`config.mk`:
```
export PLATFORM = sky130hd
export DESIGN_NAME = serial_shift_unit
export DESIGN_NICKNAME = d
export VERILOG_FILES = /design/src/rtl/serial_shift_unit.sv
export SDC_FILE = /design/constraint.sdc
export NUM_CORES = 1
export LEC_CHECK = 0
export BUFFER_PORTS_ARGS = -buffer_cell sky130_fd_sc_hd__clkbuf_2
export CAP_MARGIN = 40
export CELL_PAD_IN_SITES_DETAIL_PLACEMENT = 0
export CELL_PAD_IN_SITES_GLOBAL_PLACEMENT = 1
export CORE_MARGIN = 3
export CORE_UTILIZATION = 41
export CTS_CLUSTER_SIZE = 16
export DETAILED_ROUTE_END_ITERATION = 10
export PLACE_DENSITY = 0.9
export SETUP_SLACK_MARGIN = 0.15
export SYNTH_ARGS = -nofsm -noshare
export SYNTH_HDL_FRONTEND = slang
export SYNTH_SLANG_ARGS = --single-unit
```
`constraint.sdc`:
```
create_clock -name clk -period 2.5 [get_ports clk]
set_input_delay 0.5 -clock clk [delete_from_list [all_inputs] [get_ports clk]]
set_output_delay 0.5 -clock clk [all_outputs]
set_load 0.02 [all_outputs]
```
`src/rtl/serial_shift_unit.sv`:
```
// Multi-cycle shifter: latches operand/sh_op/shamt on start, shifts one bit per clock,
// and reports result/carry_out with a one-cycle done pulse.
module serial_shift_unit #(
  parameter int unsigned WIDTH   = 16,
  parameter int unsigned SHAMT_W = 4
) (
  input  logic               clk,
  input  logic               rst,
  input  logic               start,
  input  logic [1:0]         sh_op,
  input  logic [WIDTH-1:0]   operand,
  input  logic [SHAMT_W-1:0] shamt,
  output logic               busy,
  output logic               done,
  output logic [WIDTH-1:0]   result,
  output logic               carry_out
);

  typedef enum logic [1:0] {
    IDLE  = 2'b00,
    SHIFT = 2'b01,
    DONE  = 2'b10
  } state_t;

  typedef enum logic [1:0] {
    OP_PASS = 2'b00,
    OP_SLL  = 2'b01,
    OP_SRL  = 2'b10,
    OP_SRA  = 2'b11
  } op_t;

  state_t             state, state_nxt;
  op_t                op_q;
  logic [SHAMT_W-1:0] count;
  logic               accept;
  logic               real_shift;
  logic               busy_nxt, done_nxt;

  // A new request is taken in IDLE and also in DONE so operations can run back to back.
  assign accept     = start && (state != SHIFT);
  assign real_shift = (op_t'(sh_op) != OP_PASS) && (shamt != '0);

  always_ff @(posedge clk or posedge rst) begin
    if (rst) state <= IDLE;
    else     state <= state_nxt;
  end

  always_comb begin
    state_nxt = state;
    case (state)
      IDLE, DONE: begin
        if (accept)          state_nxt = real_shift ? SHIFT : DONE;
        else if (state == DONE) state_nxt = IDLE;
      end
      SHIFT: begin
        if (count == SHAMT_W'(1)) state_nxt = DONE;
      end
      default: state_nxt = IDLE;
    endcase
  end

  // busy/done are decoded from the next state so both leave the block as flops.
  always_comb begin
    busy_nxt = (state_nxt == SHIFT);
    done_nxt = (state_nxt == DONE);
  end

  always_ff @(posedge clk or posedge rst) begin
    if (rst) begin
      busy <= 1'b0;
      done <= 1'b0;
    end else begin
      busy <= busy_nxt;
      done <= done_nxt;
    end
  end

  always_ff @(posedge clk or posedge rst) begin
    if (rst) begin
      result    <= '0;
      carry_out <= 1'b0;
      count     <= '0;
      op_q      <= OP_PASS;
    end else if (accept) begin
      result    <= operand;
      carry_out <= 1'b0;
      count     <= shamt;
      op_q      <= op_t'(sh_op);
    end else if (state == SHIFT) begin
      count <= count - SHAMT_W'(1);
      case (op_q)
        OP_SLL: begin
          result    <= {result[WIDTH-2:0], 1'b0};
          carry_out <= result[WIDTH-1];
        end
        OP_SRL: begin
          result    <= {1'b0, result[WIDTH-1:1]};
          carry_out <= result[0];
        end
        OP_SRA: begin
          result    <= {result[WIDTH-1], result[WIDTH-1:1]};
          carry_out <= result[0];
        end
        default: begin
          result    <= result;
          carry_out <= carry_out;
        end
      endcase
    end
  end

endmodule

```
==> results by group <==
Status
  – Status: completed

Global route
  – Largest net degree at the start of global routing: 28
  – Gr usage total: 16.3%
  – First-pass GRT wire length: 5.71 mm
  – Initial antenna violation count: 0
  – Vias in the first global route: 1292
  – GR Overflow Total: 0

Routing
  – Post-route ant nets: 0
  – Drt wl/cell: 13.2 um
  – Vias per Instance: 5.22
  – Initial DRT Pass Iterations: 4
  – Via count: 1352
  – Remaining DRCs: 0
  – 1st-iter DRT viols: 55
  – Final wirelength: 3.41 mm

Pwr
  – Leak pwr: 0.884 nW
  – Total chip power: 2.47 mW
  – Worst vdd ir: 0.581 mV
  – PD cells: 1340 nW/um2

Yosys
  – Sequential share of the synthesized area: 42.9%
  – Syn_nets: 202
  – Synth top area cells: dfrtp_1 43%, mux2i_1 7.6%, a21oi_1 7.0%
  – Synth Area in Compound Gates: 21.0%
  – Synthesized-area fraction occupied by adder cells: 3.97%
  – Synth area leader: dfrtp_1
  – Most used DFF post-synth: dfrtp_1
  – Synthesized area: 1570 um2
  – Number of synthesized flops with an enable pin: 0
  – Post-synthesis mux area share: 8.51%
  – Combinational family with the most area after synthesis: compound AO/OA/AOI/OAI gates
  – Post-Synth XOR/XNOR Area: 1.11%
  – Distinct cells, synth: 30
  – Average cell area after synthesis: 9.15 um2
  – Area share of the largest cell type after synthesis: 42.9%
  – Ys Warns: 0
  – Simple-Gate Fraction of Synth Area: 15.7%
  – FF+latch count, synth: 27
  – FFs w/ async S/R, synth: 100%
  – Post-Synthesis Cells: 172

Timing
  – Worst Skew: 0.000999 ns
  – Fmax: 585 MHz
  – Minimum clock period: 1.71 ns
  – Count of pins over their slew limit: 0
  – Fin crit share: 68.3%
  – Final Hold Fails: 0
  – Relative slew slack: 63.1%
  – Final setup fails: 0
  – Post-route setup TNS: 0 ns
  – Worst Max-Slew Pin Slew: 0.552 ns
  – Unrepaired setup endpoints after global routing: false
  – Fin Hold WS: 0.250 ns

CTS
  – Total number of H-tree levels: 1
  – Num CTS Buffers: 3
  – Clock Latency Late Sink: 0.27 ns
  – Root Driver: clkbuf_8
  – Clock Pin Slew Worst Setup and Hold Paths: 0.09 ns
  – CTS tree: yes
  – CTS Hold Bufs: 0
  – Post-CTS Setup Repair Bufs: 0
  – Longest Clk Path Bufs: 2
  – Clock sink count: 27
  – PostCTS Resize Cnt: 0

Floorplanning
  – Core area: 3520 um2
  – Die ar.: 4620 um2
  – Initial Util: 44.7%
  – Num rows: 21
  – I/O pin cnt: 44
  – Die height: 68.0 um
  – DIE WIDTH: 68.0 um

Worst setup path
  – Critical Path, Cell by Cell: inv_1 > ha_1 > nor2_1 > nor2_1 > a211oi_1 > o31ai_1
  – Most common cell on crit path: nor2_1
  – Slowest CP cell: nor2_1
  – CP bufs+invs: 1
  – Worst reg-to-reg path cell count: 6
  – CP Capture Type: flip-flop
  – Worst Path Required: 2.66 ns
  – Crit path depth: 6
  – Crit-path leading delay family: simple AND/OR/NAND/NOR gates
  – Critical Path AT: 1.87 ns
  – WS Path Type: reg -> reg
  – Critical Path Max Stage Delay: 0.46 ns
  – Startpoint Class: flip-flop
  – CP Max Fanout: 10

Layout
  – Layout cells sized above 1: 27.7%
  – Fin util: 52.5%
  – ANT cells: 0
  – Most frequent cells in the layout: 43 x clkbuf_2, 27 x dfrtp_1, 22 x nand2_1, 22 x a21oi_1
  – Most common cell after layout, fill and taps aside: clkbuf_2
  – Nets: 244
  – Final Instance Count excl. Fillers: 259
  – Area grow syn2layout: 17.5%

Worst hold path
  – Worst hold path class: in -> async

Placement
  – Port Buffers: 43
  – Placer Congestion: 0.789
  – Post-Place Cells: 255
  – Detail Placement HPWL: 2.51 mm

Flow run
  – MaxCap Viol Count: 0
[worst register-to-register path: cells and delay by family (launching register included)]
family | cells | cell delay, ns
fa+ha+maj | 1 | 0.23
compound gates | 2 | 0.36
simple gates | 2 | 0.56
flops | 1 | 0.38
buf+inv | 1 | 0.07
[synthesized netlist by cell type (5+ instances only)]
cell type,n
dfrtp_1,27
inv_1,5
mux2i_1,12
nor2b_1,5
o21ai_0,12
o31ai_1,5
nand2_1,22
ha_1,5
nor2_1,11
a21oi_1,22
o21ai_2,6
[routing by layer]
| layer | up-vias | wire [um] | track usage [%] |
|---|---|---|---|
| li1 | 684 | - | - |
| met1 | 632 | 1560 | 20.3 |
| met2 | 31 | 1620 | 27.3 |
| met3 | 5 | 192 | 4.27 |
| met4 | 0 | 42 | 5.21 |
| met5 | - | 0 | 0 |
[stage by stage]
step / setup slack [ns] / cell area [um2]
after floorplan: 0.886 / 1570
after global placement: 0.753 / 1800
after detailed placement: 0.678 / 1800
after CTS: 0.768 / 1850
after global routing: 0.575 / 1850
final: 0.792 / 1850
[final timing paths]
path | to | slack, ns | from
min reg2reg | state[1] | 0.50 | state[1]
max | result[1] | 0.79 | op_q[0]
max in group asynchronous | result[9] | 1.99 | rst
max reg2reg | result[1] | 0.79 | op_q[0]
min | busy | 0.25 | rst
min in group clk | op_q[1] | 0.46 | sh_op[1]
[sequential cells by signal (all words and copies together), names as in the netlist]
name       cells
count          4
done           1
carry_out      1
busy           1
op_q           2
state          2
result        16
[final cells by class]
| cell class | count | area, um2 |
|---|---|---|
| timing repair buffer | 49 | 260 |
| multi-input combinational | 128 | 792 |
| inverter | 5 | 18.8 |
| sequential | 27 | 676 |
| fill | 352 | 1670 |
| tap | 46 | 57.6 |
| clock buffer | 4 | 45.0 |
[cell families (layout without fill, tap and decap cells)]
| kind of cell | count (synthesis) | in the layout |
|---|---|---|
| AND/OR/NAND/NOR | 53 | 53 |
| buffers and inverters | 17 | 58 |
| multiplexers | 13 | 13 |
| flip-flops | 27 | 27 |
| XOR/XNOR | 2 | 2 |
| AO/OA/AOI/OAI | 55 | 55 |
| adder cells (fa/ha/maj) | 5 | 5 |
[power breakdown]
group	leakage (nW)	internal, mW	switching (mW)	total (mW)
Combinational	0.525	0.564	0.845	1.41
Clock	0.0228	0.114	0.133	0.247
Sequential	0.337	0.636	0.178	0.813
(Power assumes the default switching activity.)
